--- config.mk ---
export PLATFORM = sky130hd
export DESIGN_NAME = cpu_sequencer
export DESIGN_NICKNAME = d
export VERILOG_FILES = /design/src/rtl/cpu_sequencer.sv
export SDC_FILE = /design/constraint.sdc
export NUM_CORES = 1
export LEC_CHECK = 0
export BUFFER_PORTS_ARGS = -buffer_cell sky130_fd_sc_hd__buf_4
export CAP_MARGIN = 20
export CORE_AREA = 2 2 92 72
export CTS_BUF_LIST = sky130_fd_sc_hd__clkbuf_4 sky130_fd_sc_hd__clkbuf_8 sky130_fd_sc_hd__clkbuf_16
export DETAILED_ROUTE_END_ITERATION = 16
export DIE_AREA = 0 0 94 74
export PLACE_DENSITY_LB_ADDON = 0.08
export SETUP_SLACK_MARGIN = 0.02
export SLEW_MARGIN = 20
export SYNTH_ARGS = -nofsm -noshare
export SYNTH_HDL_FRONTEND = slang
export SYNTH_SLANG_ARGS = --single-unit
export TNS_END_PERCENT = 30
--- constraint.sdc ---
create_clock -name clk -period 5.09 [get_ports clk]
set_input_delay 0.2545 -clock clk [delete_from_list [all_inputs] [get_ports clk]]
set_output_delay 0.2545 -clock clk [all_outputs]
set_load 0.02 [all_outputs]
--- src/rtl/cpu_sequencer.sv ---
// Multi-cycle fetch/decode/execute/writeback sequencer; owns PC, IR and the retire counter.
// Optional CPU_SINGLE_STEP_EN adds a step input: one instruction per pulse, always back to idle.
module cpu_sequencer #(
    parameter int unsigned PC_W     = 8,
    parameter int unsigned INSTR_W  = 16,
    parameter int unsigned RETIRE_W = 16
) (
    input  logic                clk,
    input  logic                rst_n,
    input  logic                run,
`ifdef CPU_SINGLE_STEP_EN
    input  logic                step,
`endif
    output logic                imem_req,
    output logic [PC_W-1:0]     imem_addr,
    input  logic                imem_valid,
    input  logic [INSTR_W-1:0]  imem_data,
    output logic [INSTR_W-1:0]  instr,
    input  logic                ctrl_write_en,
    input  logic                ctrl_branch_sel,
    input  logic                alu_cond,
    input  logic [PC_W-1:0]     branch_target,
    output logic                alu_latch,
    output logic                rf_we,
    output logic [PC_W-1:0]     pc,
    output logic                busy,
    output logic [RETIRE_W-1:0] retired
);

    typedef enum logic [2:0] {
        StIdle,
        StFetch,
        StDecode,
        StExecute,
        StWriteback
    } state_e;

    state_e               state_q, state_d;
    logic [PC_W-1:0]      pc_q, pc_d;
    logic [INSTR_W-1:0]   instr_q, instr_d;
    logic [RETIRE_W-1:0]  retired_q, retired_d;
    logic [PC_W-1:0]      pc_inc;
    logic                 retire;
    logic                 start;
    logic                 keep_running;

`ifdef CPU_SINGLE_STEP_EN
    assign start        = step;
    assign keep_running = 1'b0;
`else
    assign start        = run;
    assign keep_running = run;
`endif

    assign pc_inc    = pc_q + PC_W'(1);
    assign imem_addr = pc_q;
    assign pc        = pc_q;
    assign instr     = instr_q;
    assign retired   = retired_q;
    assign busy      = (state_q != StIdle);

    always_comb begin
        state_d   = state_q;
        pc_d      = pc_q;
        instr_d   = instr_q;
        retired_d = retired_q;
        retire    = 1'b0;
        imem_req  = 1'b0;
        alu_latch = 1'b0;
        rf_we     = 1'b0;

        unique case (state_q)
            StIdle: begin
                if (start) state_d = StFetch;
            end
            StFetch: begin
                imem_req = 1'b1;
                if (imem_valid) begin
                    instr_d = imem_data;
                    state_d = StDecode;
                end
            end
            StDecode: begin
                state_d = StExecute;
            end
            StExecute: begin
                alu_latch = 1'b1;
                // Branch select wins over write enable: a jump never writes the register file.
                if (ctrl_branch_sel) begin
                    pc_d   = alu_cond ? branch_target : pc_inc;
                    retire = 1'b1;
                end else if (ctrl_write_en) begin
                    state_d = StWriteback;
                end else begin
                    pc_d   = pc_inc;
                    retire = 1'b1;
                end
            end
            StWriteback: begin
                rf_we  = 1'b1;
                pc_d   = pc_inc;
                retire = 1'b1;
            end
            default: begin
                state_d = StIdle;
            end
        endcase

        if (retire) begin
            retired_d = retired_q + RETIRE_W'(1);
            state_d   = keep_running ? StFetch : StIdle;
        end
    end

    always_ff @(posedge clk) begin
        if (!rst_n) begin
            state_q   <= StIdle;
            pc_q      <= '0;
            instr_q   <= '0;
            retired_q <= '0;
        end else begin
            state_q   <= state_d;
            pc_q      <= pc_d;
            instr_q   <= instr_d;
            retired_q <= retired_d;
        end
    end

endmodule
==> reports/metrics.csv, run 1 <==
stage,metric,value,unit
timing,max_clock_freq,484,MHz
synth,synthFlopType,dfxtp_1,
place,place_hpwl,3730,um
route,dr.first_iter.drc_count,50,
clock_network,clockBufferDepth,2,
floorplan,dieArea,6960,sq um
clock_network,clkSinkCount,43,
status,status,completed,
clock_network,post_cts_resized,0,
clock_network,clk_pin_slew,80,ps
route,ant_nets,0,
timing,worst_pin_slew,910,ps
place,dpl_cell_area,2640,sq um
timing,finalSetupViolations,0,
clock_network,cts-root-buf,clkbuf_8,
global_route,antenna_found_initial,0,
pwr,ir_drop,0.132,mV
floorplan,io_pins,83,
synth,synthesis.nets,288,
timing,hold_violations,0,
route,post_drt_wl_per_cell,13.3,um
run,cap_violations,0,
clock_network,htree_levels,2,
cells_and_area,drive_gt1_share,29.2,%
setup_path,critPathMaxStageDelay,580,ps
clock_network,cts_inserted_buffers,5,
global_route,track_usage,15.3,%
setup_path,worst-setup-path-type,flip-flop to flip-flop,
setup_path,start_kind,flip-flop,
cells_and_area,final_area,2780,sq um
route,drc,0,
route,vias,2016,
setup_path,cp_max_fo,36,
setup_path,cp.arrival,2260,ps
synth,ys_seq_area_share,42.1,%
synth,synth_most_common_cell,nand2_1,
floorplan,die_y,74,um
synth,synthTopCellsByArea,"dfxtp_1 (42%), a21oi_1 (9.3%), nand2_1 (9.2%)",
setup_path,cp-end-kind,flip-flop,
pwr,p_leak,1.13,nW
timing,fin_setup_tns,0,ps
timing,finClkSkew,5.22,ps
cells_and_area,final_nets,354,
route,wl,5380,um
floorplan,row_count,25,
hold_path,hold_path.class,input pin to flip-flop,
global_route,grt_max_degree,37,
floorplan,core-area,6100,sq um
floorplan,die_x,94,um
synth,syn_area,2050,sq um
timing,slew_headroom,39.0,%
global_route,grt_pass1_vias,1720,
cells_and_area,diodes,0,
place,gp_congestion,0.750,
synth,synthArstFlopShare,0,%
synth,ys_top_cells_by_count,"nand2_1 (50), dfxtp_1 (43), a21oi_1 (38)",
route,via_per_inst,5.00,
synth,avgSynthCellArea,8.03,sq um
timing,rsz0062_at_grt,false,
synth,synth_largest_area_cell,dfxtp_1,
synth,ys_ff_latch,43,
synth,ys.warnings.count,0,
timing,fin_crit,2060,ps
setup_path,worst_ep_required_time,5290,ps
synth,ys_types,39,
setup_path,critPathSlowestCell,or4_1,
timing,report.final.slew_viol_count,0,
clock_network,post-cts-setup-buffers,0,
floorplan,start_util,33.6,%
timing,fin_crit_sh,40.6,%
route,drtPass1Iterations,4,
global_route,grt_first_pass_wirelength,8420,um
setup_path,crit_chain,"or3b_1, o21a_2, or4_1, a21oi_1",
global_route,overflow,0,
clock_network,tritoncts,built,
pwr,power.density,271,nW/um^2
clock_network,cts_hold_buf,0,
cells_and_area,area_growth,35.7,%
synth,synth_enable_flop_cells,0,
synth,synthCells,255,
place,io_buffers,82,
clock_network,clk_latency,290,ps
synth,yosysTopAreaCellShare,42.1,%
## final timing paths
kind                               endpoint  depth (start not counted)  slack [ps]          start
worst min register to register     instr[4]                          2         460       instr[4]
worst min-delay path              instr[15]                          3         210  imem_data[15]
worst max-delay path            retired[14]                          4        3030     state_q[2]
worst max register to register  retired[14]                          4        3030     state_q[2]
## registers in the layout, summed over array words and instances (netlist names)
name,cells
instr,16
retired,16
imem_addr,8
state_q,3
## cells in the final DEF (no fill, tap or decap), drive strengths merged, types with 3 or more instances in the layout
master  instances
o31ai           8
or3             6
inv             5
o21ai           7
nand3          11
and4            3
nor2            5
clkbuf          6
o22ai           5
a21oi          38
nand4           7
and3            4
dfxtp          43
mux2i           4
or4             7
nand2          50
buf            82
o21a            3
## metal layers
layer / GRT usage [%] / part of all wire (%) / up-vias
met1: 21.9 / 50 / 920
met5: 0 / 0 / -
li1: - / - / 1041
met2: 22.2 / 43 / 51
met4: 4.83 / 0.78 / 0
met3: 4.46 / 5.6 / 4
## layout make-up
cell class | count | area, sq um
fill | 631 | 3320
multi-input combinational | 183 | 1040
sequential | 43 | 861
timing repair buffer | 82 | 616
tap | 81 | 101
clock buffer | 6 | 76.3
clock inverter | 2 | 60.1
inverter | 6 | 22.5
## logic make-up (layout without fill, tap and decap cells)
group	count (synthesis)	count (layout)	synth area share [%]
compound gates	68	68	19.6
fa+ha+maj	2	2	1.22
xor+xnor	2	2	0.856
flops	43	43	42.1
simple gates	105	105	26.2
buf+inv	29	96	7.09
mux	6	6	3.06
## critical path: cells and delay by family, from the launching register on
kind               cells  cell delay (ps)
and+or+nand+nor        2             1030
AOI/OAI and AO/OA      2              510
DFF                    1              410
## power by group
part	total [W]	switching, W	internal [W]	leakage [nW]
clock network	0.000320	0.000118	0.000202	0.0688
registers	0.000351	0.00000672	0.000344	0.348
logic	0.0000835	0.0000448	0.0000387	0.713
total	0.000754	0.000170	0.000584	1.13
## stage by stage
stage / utilization, % / std cells / setup WS (ps) / total power [W] / hold slack, ps
detailed placement: 43.3 / 395 / 3080 / 0.000443 / 448
CTS: 45.5 / 403 / 3050 / 0.000766 / 188
global placement: 43.3 / 395 / 3140 / 0.000443 / 444
finish: 45.5 / 403 / 3030 / 0.000754 / 205
global route: 45.5 / 403 / 2920 / 0.000787 / 194
floorplan: - / 255 / 3160 / 0.000403 / 389
Power figures use the tool's default switching activity.
==> inputs of run 2 (changes only) <==
Settings changed: ABC_AREA set to 1, CORE_AREA 2 2 92 72 to 2 2 93 73, DIE_AREA 0 0 94 74 to 0 0 95 75.
Clock period 5.09 ns to 1.9 ns, I/O delays scaled along.
==> run 2 against run 1 <==
  * Clock skew rose by 1.3 ps
  * First-iteration DRC count rose by 28%
  * Die area rose by 2.4%
  * Critical path type unchanged
  * Largest power group unchanged
==> reports/metrics.csv, run 2 <==
stage,metric,value,unit,change
timing,rsz0062_at_grt,false,,
global_route,antenna_found_initial,0,,unchanged
status,status,completed,,
synth,ys_seq_area_share,40.7,%,-1.3 points
route,drc,0,,unchanged
clock_network,cts-root-buf,clkbuf_8,,
floorplan,core-area,6160,sq um,+1.0%
timing,finClkSkew,6.49,ps,+1.27 ps
timing,slew_headroom,65.7,%,+27 points
timing,hold_ws,38.6,ps,-166 ps
synth,yosysTopAreaCellShare,40.7,%,-1.3 points
clock_network,clkSinkCount,43,,unchanged
synth,synth_most_common_cell,nor2_1,,
timing,max_clock_freq,636,MHz,+31%
setup_path,worst_ep_required_time,2150,ps,-3140 ps
synth,synth_largest_area_cell,dfxtp_1,,
synth,syn_area,2110,sq um,+3.3%
hold_path,hold_path.class,input pin to flip-flop,,
synth,synthFlopType,dfxtp_1,,
route,ant_nets,0,,unchanged
floorplan,dieArea,7130,sq um,+2.4%
cells_and_area,diodes,0,,unchanged
synth,synthesis.nets,343,,+19%
clock_network,cts_inserted_buffers,5,,unchanged
synth,avgSynthCellArea,6.82,sq um,-15%
run,cap_violations,0,,unchanged
cells_and_area,final_common_cell,buf_4,,
pwr,total_power,0.00209,W,+180%
route,post_drt_wl_per_cell,11.3,um,-15%
cells_and_area,final_nets,416,,+18%
synth,ys.warnings.count,0,,unchanged
synth,synthArstFlopShare,0,%,unchanged
timing,fin_crit,1570,ps,-493 ps
route,via_per_inst,4.52,,-9.6%
clock_network,clockBufferDepth,2,,unchanged
timing,fin_setup_tns,0,ps,unchanged
global_route,grt_first_pass_wirelength,8420,um,about the same
synth,synthTopCellsByArea,"dfxtp_1 (41%), nor2_1 (11%), nand2_1 (10%)",,
setup_path,cp.arrival,1820,ps,-440 ps
global_route,grt_pass1_vias,1794,,+4.3%
place,gp_congestion,0.798,,+6.5%
floorplan,die_x,95,um,+1.1%
timing,finalSetupViolations,0,,unchanged
floorplan,start_util,34.3,%,+0.76 points
cells_and_area,layout_common_cells,"buf_4 (83), nor2_1 (62), nand2_1 (58)",,
pwr,p_leak,1.32,nW,+17%
clock_network,clk_pin_slew,80,ps,about the same
synth,ys_types,27,,-31%
clock_network,htree_levels,2,,unchanged
clock_network,cts_hold_buf,0,,unchanged
place,io_buffers,82,,unchanged
global_route,overflow,0,,unchanged
floorplan,row_count,25,,unchanged
setup_path,start_kind,flip-flop,,
place,dp_cells,457,,+16%
setup_path,cp-end-kind,flip-flop,,
floorplan,io_pins,83,,unchanged
clock_network,tritoncts,built,,
synth,ys_top_cells_by_count,"nor2_1 (62), nand2_1 (58), dfxtp_1 (43)",,
timing,hold_violations,0,,unchanged
cells_and_area,fin_cells,465,,+15%
place,dpl_cell_area,2720,sq um,+3.0%
pwr,ir_drop,0.279,mV,+110%
cells_and_area,final_area,2840,sq um,+2.2%
hold_path,hold_start,imem_data[8],,
setup_path,worstSetupStartpoint,state_q[1],,
route,dr.first_iter.drc_count,64,,+28%
timing,report.final.slew_viol_count,0,,unchanged
clock_network,clk_latency,300,ps,about the same
floorplan,die_y,75,um,+1.4%
synth,synthCells,310,,+22%
synth,ys_ff_latch,43,,unchanged
clock_network,post_cts_resized,0,,unchanged
synth,synth_enable_flop_cells,0,,unchanged
place,place_hpwl,3800,um,+1.7%
timing,fin_crit_sh,82.7,%,+42 points
setup_path,cp_max_fo,33,,-8.3%
setup_path,worst-setup-path-type,flip-flop to flip-flop,,
pwr,power.density,737,nW/um^2,+170%
global_route,track_usage,15.3,%,+0.044 points
setup_path,r2r-start,state_q[1],,
cells_and_area,drive_gt1_share,26.8,%,-2.4 points
route,wl,5260,um,-2.2%
route,drtPass1Iterations,4,,unchanged
cells_and_area,area_growth,34.3,%,
cells_and_area,n_fill_cell,654,,+3.6%
timing,worst_pin_slew,515,ps,-395 ps
route,vias,2102,,+4.3%
clock_network,post-cts-setup-buffers,0,,unchanged
global_route,grt_max_degree,37,,unchanged
run 2: cell count changes after synthesis, sizes merged, moves of 5 or more:
cell / delta
or4: -7
a21oi: -21
nand2: +11
nor2: +59
o22ai: -5
or3: -6
o21ai: +32
clkbuf: -6
o31ai: -8
inv: +27
run 2: worst max-delay path: stages (launching register included):
cell,delay (ps)
dfxtp_1,330
nor2_1,220
nand2_1,170
nand2_4,310
inv_2,110
nor2_2,150
nand2_1,60
nand2_1,50
inv_1,30
nor2_1,70
run 2: final timing paths:
path / slack [ps] / end / depth (start not counted)
setup reg to reg: 330 / retired[4] / 9
hold / removal: 40 / instr[8] / 3
hold reg to reg: 490 / instr[2] / 2
setup / recovery: 330 / retired[4] / 9
run 2: area by class of cell:
cell class,count,area (sq um),share of cell area [%]
timing repair buffer,83,623,21.9
clock inverter,2,35.0,1.23
inverter,33,124,4.36
clock buffer,6,82.6,2.91
tap,81,101,3.57
sequential,43,861,30.3
multi-input combinational,217,1010,35.7
run 2: per-layer routing:
metal  track usage, %  routed length [um]  vias up
li1                 -                   -     1128
met1             20.8                2630      920
met2             23.2                2250       48
met3             5.11                 318        6
met4             4.83                  59        0
met5                0                   0        -
run 2: report_power, final:
part | leakage (nW) | switching, W | total [W] | internal [W]
combinational | 0.907 | 0.000201 | 0.000359 | 0.000158
clock | 0.0612 | 0.000327 | 0.000753 | 0.000426
sequential | 0.349 | 0.0000329 | 0.000979 | 0.000946
run 2: cell families (layout without fill, tap and decap cells):
kind of cell    after synthesis  after routing  share of synthesized area [%]
xor+xnor                      4              4                           1.66
buf+inv                      50            124                           11.4
fa+ha+maj                     2              2                           1.18
flops                        43             43                           40.7
compound gates               57             57                           13.6
simple gates                154            154                           31.5
run 2: per-stage QoR:
step / utilization [%] / setup slack [ps]
detailed placement: 44.2 / 344
finish: 46.1 / 329
global placement: 44.2 / 370
floorplan: - / 476
global route: 46.1 / 95.2
CTS: 46.1 / 317
==> inputs of run 3 (changes only) <==
Clock period 1.9 ns to 1.55 ns, I/O delays scaled along.
==> run 3 against run 2 <==
  * Combinational power grew 33%
  * First-iteration DRC count grew 6.3%
  * Non-clock buffer count grew 13
  * Critical path type unchanged
  * Largest power group unchanged
  * Die area is the same
  * Critical path depth shrank 1
  * Count of clock-buffer cells in the layout grew 1
  * Highest routed layer unchanged
  * Clock power grew 6.0%
==> reports/metrics.csv, run 3 (same netlist as run 2, synthesis figures left out) <==
stage,metric,value,unit,change
timing,slew_headroom,80.9,%,+15 points
place,dp_cells,467,,+2.2%
setup_path,reg2reg_to,retired[10],,
floorplan,start_util,34.3,%,unchanged
setup_path,worst_ep_required_time,1750,ps,-400 ps
setup_path,worstSetupStartpoint,state_q[0],,
setup_path,r2r-start,state_q[0],,
setup_path,cp.arrival,1600,ps,-220 ps
pwr,ir_drop,0.329,mV,+18%
route,drtPass1Iterations,4,,unchanged
clock_network,clkSinkCount,43,,unchanged
pwr,total_power,0.00248,W,+18%
global_route,grt_max_degree,30,,-19%
global_route,antenna_found_initial,0,,unchanged
clock_network,htree_levels,2,,unchanged
floorplan,die_x,95,um,unchanged
timing,report.final.slew_viol_count,0,,unchanged
floorplan,dieArea,7130,sq um,unchanged
cells_and_area,final_nets,430,,+3.4%
setup_path,worst-setup-path-type,flip-flop to flip-flop,,
setup_path,cp-end-kind,flip-flop,,
setup_path,rr_worst_depth,8,,-1
place,gp_congestion,0.791,,-0.94%
route,dr.first_iter.drc_count,68,,+6.3%
clock_network,clockBufferDepth,2,,unchanged
global_route,track_usage,15.9,%,+0.57 points
timing,fin_crit,1400,ps,-170 ps
hold_path,hold_path.class,input pin to flip-flop,,
cells_and_area,final_common_cell,buf_4,,
setup_path,start_kind,flip-flop,,
timing,fin_setup_tns,0,ps,unchanged
route,vias,2176,,+3.5%
route,post_drt_wl_per_cell,11.8,um,+4.3%
floorplan,die_y,75,um,unchanged
floorplan,core-area,6160,sq um,unchanged
clock_network,clk_pin_slew,80,ps,about the same
cells_and_area,finalCoreUtilization,48.3,%,+2.3 points
route,wl,5650,um,+7.4%
clock_network,tritoncts,built,,
cells_and_area,drive_gt1_share,31.2,%,+4.3 points
clock_network,cts_hold_buf,0,,unchanged
setup_path,r2r_slack,150,ps,-180 ps
timing,rsz0062_at_grt,false,,
pwr,power.density,832,nW/um^2,+13%
timing,max_clock_freq,713,MHz,+12%
timing,hold_violations,0,,unchanged
clock_network,cts-root-buf,clkbuf_8,,
route,drc,0,,unchanged
place,io_buffers,82,,unchanged
cells_and_area,area_growth,40.8,%,
floorplan,row_count,25,,unchanged
status,status,completed,,
timing,fin_crit_sh,90.4,%,+7.7 points
place,place_hpwl,4100,um,+8.0%
global_route,grt_first_pass_wirelength,8760,um,+4.0%
clock_network,clk_latency,300,ps,about the same
cells_and_area,fin_cells,479,,+3.0%
cells_and_area,n_fill_cell,633,,-3.2%
cells_and_area,layout_common_cells,"buf_4 (96), nor2_1 (61), nand2_1 (56)",,
clock_network,cts_inserted_buffers,5,,unchanged
setup_path,cp_max_fo,14,,-58%
route,via_per_inst,4.54,,+0.49%
global_route,overflow,0,,unchanged
route,ant_nets,0,,unchanged
cells_and_area,diodes,0,,unchanged
run,cap_violations,0,,unchanged
timing,finalSetupViolations,0,,unchanged
timing,worst_pin_slew,285,ps,-230 ps
pwr,p_leak,1.38,nW,+4.8%
setup_path,cp-endpoint,retired[10],,
global_route,grt_pass1_vias,1876,,+4.6%
timing,finClkSkew,6.79,ps,+0.294 ps
floorplan,io_pins,83,,unchanged
## run 3: worst min-delay path by stage
| stage | slack [ps] | start | end | cells after the start |
|---|---|---|---|---|
| 6_report | 20 | imem_data[8] | instr[8] | 3 |
| 5_1_grt | 20 | imem_data[0] | instr[0] | 3 |
| 4_1_cts | 10 | imem_data[8] | instr[8] | 3 |
| 3_5_place_dp | 340 | imem_data[8] | instr[8] | 3 |
| 3_3_place_gp | 330 | imem_data[5] | instr[5] | 3 |
| 2_1_floorplan | 220 | rst_n | imem_addr[5] | 2 |
## run 3: metrics by stage
step           hold slack, ps  cell area, sq um  setup slack (ps)
2_1_floorplan             216              2110               126
3_3_place_gp              329              2800               138
3_5_place_dp              336              2800              76.7
4_1_cts                  14.5              2900              58.2
5_1_grt                  20.8              2980              14.7
6_report                 25.0              2980               148
## run 3: critical path, stage by stage, from the launching register on
cell and delay, ps:
dfxtp_1 370, nand2_1 130, nor2_4 140, nand2_4 100
nand2_8 140, buf_4 140, nand3b_2 90, o21ai_1 130
nor2_1 50
## run 3: power by group
part           internal (W)  total (W)  switching, W
sequential          0.00116    0.00120     0.0000392
clock              0.000405   0.000798      0.000393
combinational      0.000216   0.000479      0.000263
## run 3: routing by layer
layer,GRT usage [%],vias up,part of all wire (%)
li1,-,1156,-
met5,0,-,0
met3,3.60,7,4.8
met4,6.76,0,1.5
met1,22.6,960,52
met2,23.2,53,42
## run 3: cell type report
class | instances | area, sq um | area share (%)
sequential | 43 | 862 | 28.9
tap | 81 | 101 | 3.40
clock buffer | 7 | 96.3 | 3.24
multi-input combinational | 218 | 1060 | 35.7
timing repair buffer | 96 | 721 | 24.2
clock inverter | 1 | 7.51 | 0.252
inverter | 33 | 128 | 4.29
## run 3: repair_timing
item	CTS	global route
buffers inserted	0	3
setup endpoints to repair	0	21
hold endpoints to repair	0	0
resized for setup	0	12
